==> src/rtl/osd_pkg.sv <==
// osd_pkg: shared font geometry, counter width and ROM address packing for the OSD overlay
package osd_pkg;
   localparam int GLYPH_W    = 16;
   localparam int GLYPH_H    = 32;
   localparam int ROM_AW     = 11;
   localparam int ROM_DW     = 8;
   localparam int NUM_GLYPHS = 32;
   localparam int CNT_W      = 12;
   localparam int GLYPH_AW   = $clog2(NUM_GLYPHS);
   localparam int ROW_AW     = $clog2(GLYPH_H);
   typedef logic [CNT_W-1:0] cnt_t;
   typedef struct packed {
      logic        vs;
      logic        hs;
      logic        de;
      logic [23:0] data;
   } vid_t;
   function automatic logic [ROM_AW-1:0] pack_addr(input logic [GLYPH_AW-1:0] glyph,
                                                   input logic [ROW_AW-1:0]   row,
                                                   input logic                half);
      return {glyph, row, half};
   endfunction
endpackage

==> src/rtl/osd_pos_cnt.sv <==
// osd_pos_cnt: raster column/line counters, sync/enable edge detection and frame-valid flag
module osd_pos_cnt
   import osd_pkg::*;
(
   input  logic clk,
   input  logic rst,
   input  logic i_vs,
   input  logic i_de,
   output cnt_t x_cnt,
   output cnt_t y_cnt,
   output logic vs_rise,
   output logic frame_ok
);
   logic vs_d;
   logic de_d;
   logic de_fall;
   assign vs_rise = i_vs & ~vs_d;
   assign de_fall = de_d & ~i_de;
   // edge history; frame_ok stays low after reset until a frame boundary is seen
   always_ff @(posedge clk)
      if (rst) begin
         vs_d     <= 1'b0;
         de_d     <= 1'b0;
         frame_ok <= 1'b0;
      end else begin
         vs_d     <= i_vs;
         de_d     <= i_de;
         if (vs_rise) frame_ok <= 1'b1;
      end
   // column of the current active beat; clear after the line ends so the next beat is column 0
   always_ff @(posedge clk)
      if (rst || de_fall) x_cnt <= '0;
      else if (i_de && x_cnt != '1) x_cnt <= x_cnt + 1'b1;
   // line index since the last frame boundary; the vs clear beats a coincident line end
   always_ff @(posedge clk)
      if (rst || vs_rise) y_cnt <= '0;
      else if (de_fall && y_cnt != '1) y_cnt <= y_cnt + 1'b1;
endmodule

==> src/rtl/osd_digit_overlay.sv <==
// osd_digit_overlay: draws an N-digit BCD readout from a font ROM over an RGB stream, 2-cycle latency
module osd_digit_overlay
   import osd_pkg::*;
#(
   parameter logic [CNT_W-1:0] H_START  = 12'd32,
   parameter logic [CNT_W-1:0] V_START  = 12'd32,
   parameter int               N_DIGITS = 4,
   parameter logic [23:0]      FG_COLOR = 24'hFFFFFF,
   parameter bit               BG_EN    = 1'b0,
   parameter logic [23:0]      BG_COLOR = 24'h000000
)
(
   input  logic                  clk,
   input  logic                  rst,
   input  logic                  i_vs,
   input  logic                  i_hs,
   input  logic                  i_de,
   input  logic [23:0]           i_data,
   input  logic [4*N_DIGITS-1:0] digits,
   input  logic                  osd_en,
   output logic [ROM_AW-1:0]     rom_addr,
   input  logic [ROM_DW-1:0]     rom_data,
   output logic                  o_vs,
   output logic                  o_hs,
   output logic                  o_de,
   output logic [23:0]           o_data
);
   localparam int WIN_W = GLYPH_W * N_DIGITS;
   cnt_t                  x_cnt;
   cnt_t                  y_cnt;
   cnt_t                  rel_x;
   cnt_t                  rel_y;
   logic                  vs_rise;
   logic                  frame_ok;
   logic [4*N_DIGITS-1:0] dig_lat;
   logic                  en_lat;
   logic [3:0]            dig_arr [8];
   logic [3:0]            cur_dig;
   logic                  in_win;
   logic                  valid;
   vid_t                  s1;
   logic                  win1;
   logic                  valid1;
   logic [2:0]            bit1;
   logic                  glyph_px;
   osd_pos_cnt u_pos (
      .clk      (clk),
      .rst      (rst),
      .i_vs     (i_vs),
      .i_de     (i_de),
      .x_cnt    (x_cnt),
      .y_cnt    (y_cnt),
      .vs_rise  (vs_rise),
      .frame_ok (frame_ok)
   );
   // slot 0 is the leftmost digit, taken from the top nibble; unused slots read as 0
   for (genvar g = 0; g < 8; g++) begin : g_dig
      if (g < N_DIGITS) begin : g_on
         assign dig_arr[g] = dig_lat[4*(N_DIGITS-1-g) +: 4];
      end else begin : g_off
         assign dig_arr[g] = 4'd0;
      end
   end
   assign rel_x    = x_cnt - H_START;
   assign rel_y    = y_cnt - V_START;
   assign in_win   = i_de & frame_ok & (x_cnt >= H_START) & (rel_x < CNT_W'(WIN_W))
                   & (y_cnt >= V_START) & (rel_y < CNT_W'(GLYPH_H));
   assign cur_dig  = dig_arr[rel_x[6:4]];
   assign valid    = cur_dig <= 4'd9;
   assign rom_addr = in_win ? pack_addr(GLYPH_AW'(cur_dig), rel_y[ROW_AW-1:0], rel_x[3]) : '0;
   // readout value and enable only change at frame boundaries, so a frame never tears
   always_ff @(posedge clk)
      if (rst) begin
         dig_lat <= '0;
         en_lat  <= 1'b0;
      end else if (vs_rise) begin
         dig_lat <= digits;
         en_lat  <= osd_en;
      end
   // stage 1: hold the pixel while the ROM row for its address is fetched
   always_ff @(posedge clk)
      if (rst) begin
         s1     <= '0;
         win1   <= 1'b0;
         valid1 <= 1'b0;
         bit1   <= 3'd0;
      end else begin
         s1     <= {i_vs, i_hs, i_de, i_data};
         win1   <= in_win;
         valid1 <= valid;
         bit1   <= 3'd7 - rel_x[2:0];
      end
   assign glyph_px = en_lat & win1 & valid1 & rom_data[bit1];
   // stage 2: pick glyph, window background or the original pixel
   always_ff @(posedge clk)
      if (rst) begin
         o_vs   <= 1'b0;
         o_hs   <= 1'b0;
         o_de   <= 1'b0;
         o_data <= '0;
      end else begin
         o_vs   <= s1.vs;
         o_hs   <= s1.hs;
         o_de   <= s1.de;
         o_data <= glyph_px ? FG_COLOR : (en_lat && win1 && BG_EN) ? BG_COLOR : s1.data;
      end
endmodule

==> config.mk <==
export PLATFORM = sky130hd
export DESIGN_NAME = osd_digit_overlay
export DESIGN_NICKNAME = d
export VERILOG_FILES = /design/src/rtl/osd_pkg.sv /design/src/rtl/osd_pos_cnt.sv /design/src/rtl/osd_digit_overlay.sv
export SDC_FILE = /design/constraint.sdc
export NUM_CORES = 1
export LEC_CHECK = 0
export BUFFER_PORTS_ARGS = -buffer_cell sky130_fd_sc_hd__buf_2
export CORE_ASPECT_RATIO = 1.75
export CORE_UTILIZATION = 53
export CTS_CLUSTER_DIAMETER = 40
export DETAILED_ROUTE_END_ITERATION = 12
export PLACE_DENSITY = 0.88
export SYNTH_ARGS = -nofsm -noshare
export SYNTH_HDL_FRONTEND = slang
export SYNTH_SLANG_ARGS = --single-unit
==> constraint.sdc <==
create_clock -name clk -period 3.1 [get_ports clk]
set_input_delay 0.93 -clock clk [delete_from_list [all_inputs] [get_ports clk]]
set_output_delay 0.93 -clock clk [all_outputs]
set_load 0.01 [all_outputs]
## Word-level counts from Yosys, hierarchy flattened

Index checks and enable logic that the tools add are counted.

| storage, ports and cells | value |
|---|---|
| bits in registers | 101 |
| word-level logic and storage cells | 54 |
| input bits | 54 |
| output and inout bits | 38 |

| cells by class | value |
|---|---|
| eq/ne operators | 2 |
| bitwise operators | 13 |
| reductions and logical operators | 4 |
| magnitude comparators | 7 |
| mux-type cells | 7 |
| add/sub/neg operators | 5 |

Operators with widths:

| operator | count |
|---|---|
| adder 12 x 1 -> 12 bit (second input constant) | 2 |
| greater-or-equal comparator 12 x 6 -> 1 bit (second input constant) | 2 |
| 2-to-1 mux 24 bit | 1 |
| != test 12 bit (second input constant) | 2 |
| subtractor 12 x 6 -> 12 bit (second input constant) | 2 |
| binary-select mux 4 bit (select 3 bit) | 1 |
| less-than comparator 12 x 6 -> 1 bit (second input constant) | 1 |
| less-than comparator 12 x 7 -> 1 bit (second input constant) | 1 |
| bitwise AND 1 bit | 10 |
| 2-to-1 mux 10 bit | 1 |
| 2-to-1 mux 4 bit | 2 |
| greater-or-equal comparator 4 bit (second input constant) | 1 |
| less-or-equal comparator 4 bit (second input constant) | 1 |
| less-than comparator 3 x 4 -> 1 bit (second input constant) | 1 |
| inverter 3 -> 4 bit | 1 |
| binary-select mux 1 bit (select 3 bit) | 1 |
| subtractor 3 bit (first input constant) | 1 |
| logical AND 1 bit | 2 |
| logical OR 1 bit | 2 |
| inverter 1 bit | 2 |
| 2-to-1 mux 1 bit | 1 |

## Logic depth before layout (Yosys ltp)

Gate-level depths: netlist (run 1).

| depth | value |
|---|---|
| depth in word-level cells | 6 |
| mapped depth | 8 |
| depth with buffers taken out | 6 |

## Cells and area by module

From an unflattened synthesis (run 1), not the netlist that was laid out.

| second synthesis, totals | value |
|---|---|
| cell total of the unflattened synthesis | 415 |
| area total of the unflattened synthesis | 4080.2 µm² |

Modules (own cells, without submodules):

| module | instances | area an instance (µm²) | cells an instance | seq. area each (µm²) |
|---|---|---|---|---|
| osd_digit_overlay | 1 | 2811.4 | 267 | 1521.5 |
| osd_pos_cnt | 1 | 1268.7 | 148 | 540.5 |

## Worst setup path after synthesis (run 1)

No wires, ideal clock.

| timing | value |
|---|---|
| path kind | input -> output |
| from | input i_de |
| to | output rom_addr[0] |
| data required time | 2170 ps |
| data arrival time | 1929 ps |
| buffers on the path | 1 |
| stages | 5 |
| path slack | 241 ps |
| path through | nand4b_1 -> nor4_1 -> o211ai_1 -> clkbuf_1 -> nor3b_1 |

| between the ends | value |
|---|---|
| cells in the longest elaborated chain, start to end | 6 |

Ends and longest elaborated chain:

| element | RTL line | source |
|---|---|---|
| start, declared | osd_digit_overlay.sv:17 | `input logic i_de,` |
| bitwise AND 1 bit (3 in series) | osd_digit_overlay.sv:66 | `assign in_win = i_de & frame_ok & (x_cnt >= H_START) & (rel_x < CNT_W'(WIN_W))` |
| bitwise AND 1 bit (2 in series) | osd_digit_overlay.sv:67 | `& (y_cnt >= V_START) & (rel_y < CNT_W'(GLYPH_H));` |
| 2-to-1 mux 10 bit | osd_digit_overlay.sv:70 | `assign rom_addr = in_win ? pack_addr(GLYPH_AW'(cur_dig), rel_y[ROW_AW-1:0], rel_x[3]) : '0;` |
| end, declared | osd_digit_overlay.sv:21 | `output logic [ROM_AW-1:0] rom_addr,` |

No other way between the ends.

## Worst setup path in the final report (run 1)

| timing | value |
|---|---|
| from | input i_de |
| to | output rom_addr[5] |

The elaborated chain is that of the path after synthesis.

==> results.txt, run 1 <==
Skew-Pair Late Insertion Delay -> 0.34 ns
Ports -> 92
Max VDD drop -> 0.277 mV
Placer Congestion -> 0.870
Fin nets -> 583
Syn_area_per_cell -> 9.36 um2
Clock-pin slew on the worst setup and hold paths -> 0.07 ns
Final Hold Fails -> 0
Post-synth EDFFs -> 0
Post-layout util -> 66.6%
Min-delay src -> s1[25]$_SDFF_PP0_
CTS tree -> done
CP Capture Type -> output port
LEAKAGE -> 2.11 nW
DRC -> 0
Fin cells -> 616
Arrival time worst endpoint -> 2.19 ns
Synth warnings -> 0
Sw Ratio -> 21.7%
Min-Delay Path Class -> reg -> reg
TritonRoute pass-1 iters -> 4
Maxcap violations -> 0
Routed length per placed instance -> 15.0 um
Critical Path RT -> 2.17 ns
WHS -> 0.438 ns
Slew HR -> 38.8%
Finish-stage setup viols -> 3
R2r worst-path depth -> 5
Routed vias/inst -> 5.61
Proportion of power drawn by the clock network -> 43.5%
Input/output buffers -> 90
CP startpoint kind -> input port
Yosys top cell area share -> 49.1%
Cell breakdown of the critical path -> buf_2 -> nand4b_1 -> nor4_2 -> o211ai_1 -> buf_4 -> nor3b_1 -> buf_2
H-tree depth -> 3
Total grt overflow -> 0
Hold path depth -> 1
Post-Place Cells -> 597
Synth area leaders -> dfxtp_1 (49%), nand2_1 (5.0%), nor2b_1 (4.9%)
CP dominant cell by count -> buf_2
Crit path time final -> 3.12 ns
CTS Hold Bufs -> 0
Total wire length -> 9.25 mm
First-pass GRT wire length -> 13.9 mm
Buffers from clock root to sink, at most -> 2
Critical-path top delay cell -> nor4_2
Hold Path Sink -> o_hs$_SDFF_PP0_
Seq pwr share -> 49.9%
DRT antenna net count -> 0
Post-route cell area -> 0.00504 mm2
Switching power -> 0.595 mW
Status -> finished with violations
Synth unique cells -> 51
Mapped Nets -> 500
Comb power frac -> 6.6%
Pre-CTS setup slack -> 0.0881 ns
Synth Register Bits -> 101
Placement row count -> 42
Synth top cells by count -> dfxtp_1 (101), nand2_1 (55), a21oi_1 (32), nor2b_1 (32), inv_1 (29)
R2r setup slk -> 0.99 ns
Initial Util -> 54.4%
Peak Freq -> 320 MHz
Die Y -> 119 um
Max incr delay on CP -> 0.24 ns
Largest net degree at the start of global routing -> 57
Reg2reg end -> u_pos.x_cnt[11]$_SDFFE_PP0P_
ANT cells -> 0
Fillers -> 580
Top-count cell post-synth -> dfxtp_1
CP Class -> in -> out
Crit Path Max Fanout -> 5
Internal -> 2.15 mW
Initial DRC count -> 196
Number of global-route vias before repair -> 3218
CTS buffer count -> 9
Dpl cell area -> 0.00460 mm2
Final Skew -> 0.00671 ns
Final period utilization -> 101%
Slew Limit Fails -> 0
Post-Syn Area -> 0.00412 mm2
Area grow syn2layout -> 22.5%
Tot Pwr -> 2.74 mW
Via count -> 3456
Final WS setup -> -0.0210 ns
Primary FF master, synth -> dfxtp_1
Power Density -> 544 mW/mm2
DP HPWL -> 6.19 mm
Layout cells sized above 1 -> 31.3%
Asr flop ratio synth -> 0%
Sink Count -> 101
GRT Util Overall -> 22.9%
Die X-Extent -> 68.6 um
Final setup TNS -> -0.0302 ns
Sequential-to-total area share from yosys stat -> 49.1%
RSZ-0062 raised after global routing -> true
Die area -> 0.00814 mm2
Area leader, netlist -> dfxtp_1
Violated checks -> setup timing
Worst-margin pin slew -> 0.913 ns
Worst r2r src -> u_pos.x_cnt[0]$_SDFFE_PP0P_
Cells after Synth -> 440
Core area -> 0.00757 mm2
CTS root buf -> clkbuf_16
Initial antenna violation count -> 0
## timing repair
item                       4_1_cts  5_1_grt
resized for setup                3       23
pin swaps                        0        4
setup endpoints to repair       10       10
gates cloned                     0        1
setup buffers                    0        2
## sequential cells by signal, indices dropped and copies added (netlist names), 3 cells and up
name,flops
dig_lat,16
u_pos.x_cnt,12
s1,25
bit1,3
u_pos.y_cnt,12
o_data,24
## placed cells by master (no fill, tap or decap), types with 8 or more instances in the layout
cell type / synthesis / layout
a21oi_1: 32 / 32
buf_2: 7 / 90
nor3b_2: 0 / 8
buf_4: 3 / 12
o21ai_2: 20 / 20
dfxtp_1: 101 / 99
inv_1: 29 / 26
nor2_1: 13 / 13
or3_1: 9 / 9
nor2b_1: 32 / 32
nand4_1: 9 / 9
nand2_1: 55 / 55
nand3_1: 8 / 8
o21ai_0: 13 / 13
clkbuf_16: 0 / 9
## power groups by stage
stage               registers, mW  clock network, mW  logic [mW]
finish                       1.37               1.19       0.181
global route                 1.37               1.28       0.202
CTS                          1.37               1.22       0.182
detailed placement           1.40                  0       0.180
global placement             1.40                  0       0.174
floorplan                    1.40                  0       0.103
## kinds of logic (layout without fill, tap and decap cells)
family | count (synthesis) | count (layout) | share of synthesized area [%]
XOR/XNOR | 6 | 6 | 1.28
buffers and inverters | 60 | 148 | 6.35
flip-flops | 101 | 101 | 49.1
AO/OA/AOI/OAI | 85 | 85 | 13.9
multiplexers | 13 | 13 | 5.17
AND/OR/NAND/NOR | 168 | 168 | 22.3
other | 1 | 1 | 0.0911
adder cells (fa/ha/maj) | 6 | 6 | 1.82
## worst max-delay path, delay by kind of cell
family	cells	cell delay [ns]
AOI/OAI and AO/OA	1	0.23
buffers and inverters	3	0.47
and+or+nand+nor	3	0.55
## final cells by class
| class | instances | area [um2] | share of cell area [%] |
|---|---|---|---|
| timing repair buffer | 103 | 552 | 10.9 |
| clock buffer | 10 | 229 | 4.54 |
| tap | 88 | 110 | 2.18 |
| inverter | 29 | 109 | 2.16 |
| multi-input combinational | 279 | 1920 | 38.2 |
| clock inverter | 6 | 91.3 | 1.81 |
| sequential | 101 | 2030 | 40.2 |
## metal layers
layer / share of wire (%) / GRT usage, % / vias to the layer above
met2: 54 / 42.0 / 166
met4: 3.5 / 11.5 / 0
met1: 36 / 22.0 / 1587
li1: - / - / 1669
met5: 0 / 0 / -
met3: 6.5 / 5.69 / 34
## worst max path at each step
stage,start,to,slack [ns]
global route,u_pos.y_cnt[6]$_SDFFE_PP0P_,rom_addr[1],-0.07
finish,i_de,rom_addr[5],-0.02
global placement,i_de,rom_addr[7],0.17
detailed placement,i_de,rom_addr[5],0.09
floorplan,i_de,rom_addr[0],0.24
CTS,u_pos.y_cnt[6]$_SDFFE_PP0P_,rom_addr[4],0.03
No activity file was read; power rests on OpenSTA's default activity.
==> inputs of run 2 (changes only) <==
CORE_MARGIN = 1   (was unset)
SETUP_SLACK_MARGIN = 0.15   (was unset)
==> run 2 against run 1 <==
- the flow now finishes without violations
- register-to-register slack lost 0.02 ns
- fmax increased by 3.1%
- critical path depth unchanged
- utilization increased by 0.31 points
- cell area grew 0.47%
- sequential power about the same
- via count shrank 0.55%
- clock power is essentially flat
- largest power group unchanged
- count of clock-buffer cells in the layout stayed put
- hold slack about the same
- cell count increased by 0.32%
- critical path type unchanged
- highest routed layer unchanged
- global-route usage is 1.1 points higher
==> results.txt, run 2 (same netlist as run 1, synthesis figures left out) <==
Critical-path top delay cell -> buf_4
Tot Pwr -> 2.74 mW (-0.22%)
Clock-pin slew on the worst setup and hold paths -> 0.07 ns (about the same)
ANT cells -> 0 (unchanged)
Die Y -> 119 um (unchanged)
R2r setup slk -> 0.97 ns (-0.02 ns)
Max incr delay on CP -> 0.22 ns (-0.02 ns)
Buffers from clock root to sink, at most -> 2 (unchanged)
Commonest non-fill, non-tap cell in the layout -> dfxtp_1
Slew HR -> 40.3% (+1.5 points)
Skew-Pair Late Insertion Delay -> 0.34 ns (about the same)
CTS tree -> done
H-tree depth -> 3 (unchanged)
DP HPWL -> 6.19 mm (unchanged)
Fin nets -> 585 (+0.34%)
Initial DRC count -> 157 (-20%)
Crit Path Max Fanout -> 6 (+1)
Arrival time worst endpoint -> 2.10 ns (-0.09 ns)
Placer Congestion -> 0.870 (unchanged)
Post-Place Cells -> 597 (unchanged)
Crit path time final -> 3.03 ns (-0.0943 ns)
Fillers -> 570 (-1.7%)
Final Skew -> 0.00696 ns (+0.000249 ns)
Die X-Extent -> 68.6 um (unchanged)
Min-Delay Path Class -> reg -> reg
CTS buffer count -> 9 (unchanged)
Critical Path RT -> 2.17 ns (about the same)
Biggest register -> s1
Via count -> 3437 (-0.55%)
Layout cells sized above 1 -> 32.3% (+1.0 points)
GRT Util Overall -> 24.0% (+1.1 points)
Max VDD drop -> 0.277 mV (-0.15%)
Seq pwr share -> 50.0% (about the same)
Power Density -> 540 mW/mm2 (-0.69%)
Registers with the most flip-flops -> s1 x25, o_data x24, dig_lat x16
Largest net degree at the start of global routing -> 57 (unchanged)
Area of the multi-input gates -> 0.00192 mm2 (unchanged)
CTS Hold Bufs -> 0 (unchanged)
CTS root buf -> clkbuf_16
Fin cells -> 618 (+0.32%)
Ports -> 92 (unchanged)
Worst-margin pin slew -> 0.890 ns (-0.0223 ns)
Routed vias/inst -> 5.56 (-0.87%)
LEAKAGE -> 2.12 nW (+0.55%)
Area grow syn2layout -> 23.1%
Placement row count -> 42 (unchanged)
Final period utilization -> 97.6% (-3.0 points)
CP startpoint kind -> input port
DRC -> 0 (unchanged)
Status -> completed
TritonRoute pass-1 iters -> 4 (unchanged)
Final Hold Fails -> 0 (unchanged)
Initial antenna violation count -> 0 (unchanged)
Die area -> 0.00814 mm2 (unchanged)
RSZ-0062 raised after global routing -> true
Final setup TNS -> 0 ns (+0.0302 ns)
Slew Limit Fails -> 0 (unchanged)
First-pass GRT wire length -> 14.6 mm (+5.2%)
Input/output buffers -> 90 (unchanged)
Most frequent cells in the layout -> dfxtp_1 (97), buf_2 (89), nand2_1 (55), nor2b_1 (32), a21oi_1 (32)
Routed length per placed instance -> 14.8 um (-1.6%)
Cell breakdown of the critical path -> buf_6 -> nand4b_1 -> nor4_2 -> o211ai_1 -> buf_4 -> nor3b_2 -> buf_2
Sw Ratio -> 21.5% (-0.20 points)
CP Class -> in -> out
Total grt overflow -> 0 (unchanged)
CP Capture Type -> output port
Comb power frac -> 6.6% (about the same)
Peak Freq -> 330 MHz (+3.1%)
Max FFs per register -> 25 (unchanged)
Maxcap violations -> 0 (unchanged)
Finish-stage setup viols -> 0 (-3)
Number of global-route vias before repair -> 3344 (+3.9%)
Proportion of power drawn by the clock network -> 43.4% (about the same)
Sink Count -> 101 (unchanged)
Initial Util -> 54.4% (unchanged)
Internal -> 2.15 mW (about the same)
Switching power -> 0.589 mW (-1.1%)
Seq. cell area -> 0.00203 mm2 (+0.12%)
Core area -> 0.00757 mm2 (unchanged)
Total wire length -> 9.13 mm (-1.3%)
DRT antenna net count -> 0 (unchanged)
run 2: per-stage QoR:
stage / util, % / worst slack, ns / hold slack, ns / instance area (um2)
after floorplan: - / 0.241 / 0.414 / 4120
after global placement: 60.8 / 0.168 / 0.417 / 4600
after detailed placement: 60.8 / 0.0881 / 0.428 / 4600
after CTS: 66.7 / 0.151 / 0.444 / 5050
after global routing: 66.9 / 0.0135 / 0.454 / 5070
final: 66.9 / 0.0733 / 0.438 / 5070
run 2: metal layers:
layer	wire [um]	vias to the layer above	track usage, %	share of wire [%]
met5	0	-	0	0
li1	-	1674	-	-
met3	434	42	4.92	4.8
met4	408	0	14.8	4.5
met1	3420	1591	23.7	37
met2	4870	130	42.8	53
run 2: area by class of cell:
type | instances | area share (%)
Clock buffer | 10 | 4.52
Clock inverter | 6 | 1.80
Inverter | 29 | 2.15
Multi-Input combinational cell | 279 | 38.0
Sequential cell | 101 | 40.1
Tap cell | 88 | 2.17
Timing Repair Buffer | 105 | 11.3
run 2: repair_timing:
| action | in CTS | in global routing |
|---|---|---|
| pin swaps | 4 | 1 |
| setup endpoints to repair | 10 | 10 |
| gates resized for setup | 27 | 4 |
| setup buffers | 4 | 0 |
| cloned | 1 | 0 |
run 2: power groups by stage:
stage               clock network (mW)  registers (mW)  logic, mW
finish                            1.19            1.37      0.182
global route                      1.27            1.37      0.203
CTS                               1.22            1.37      0.183
detailed placement                   0            1.40      0.180
global placement                     0            1.40      0.174
floorplan                            0            1.40      0.103
run 2: path summary, 6_finish.rpt:
| kind | from | to | cells after the start |
|---|---|---|---|
| setup reg to reg | u_pos.x_cnt[0]$_SDFFE_PP0P_ | u_pos.x_cnt[9]$_SDFFE_PP0P_ | 5 |
| setup / recovery | i_de | rom_addr[6] | 7 |
| hold / removal | s1[25]$_SDFF_PP0_ | o_hs$_SDFF_PP0_ | 1 |
| hold reg to reg | s1[25]$_SDFF_PP0_ | o_hs$_SDFF_PP0_ | 1 |
run 2: worst max-delay path, delay by kind of cell:
kind,cells,cell delay [ns]
buffers and inverters,3,0.45
AO/OA/AOI/OAI,1,0.19
AND/OR/NAND/NOR,3,0.52
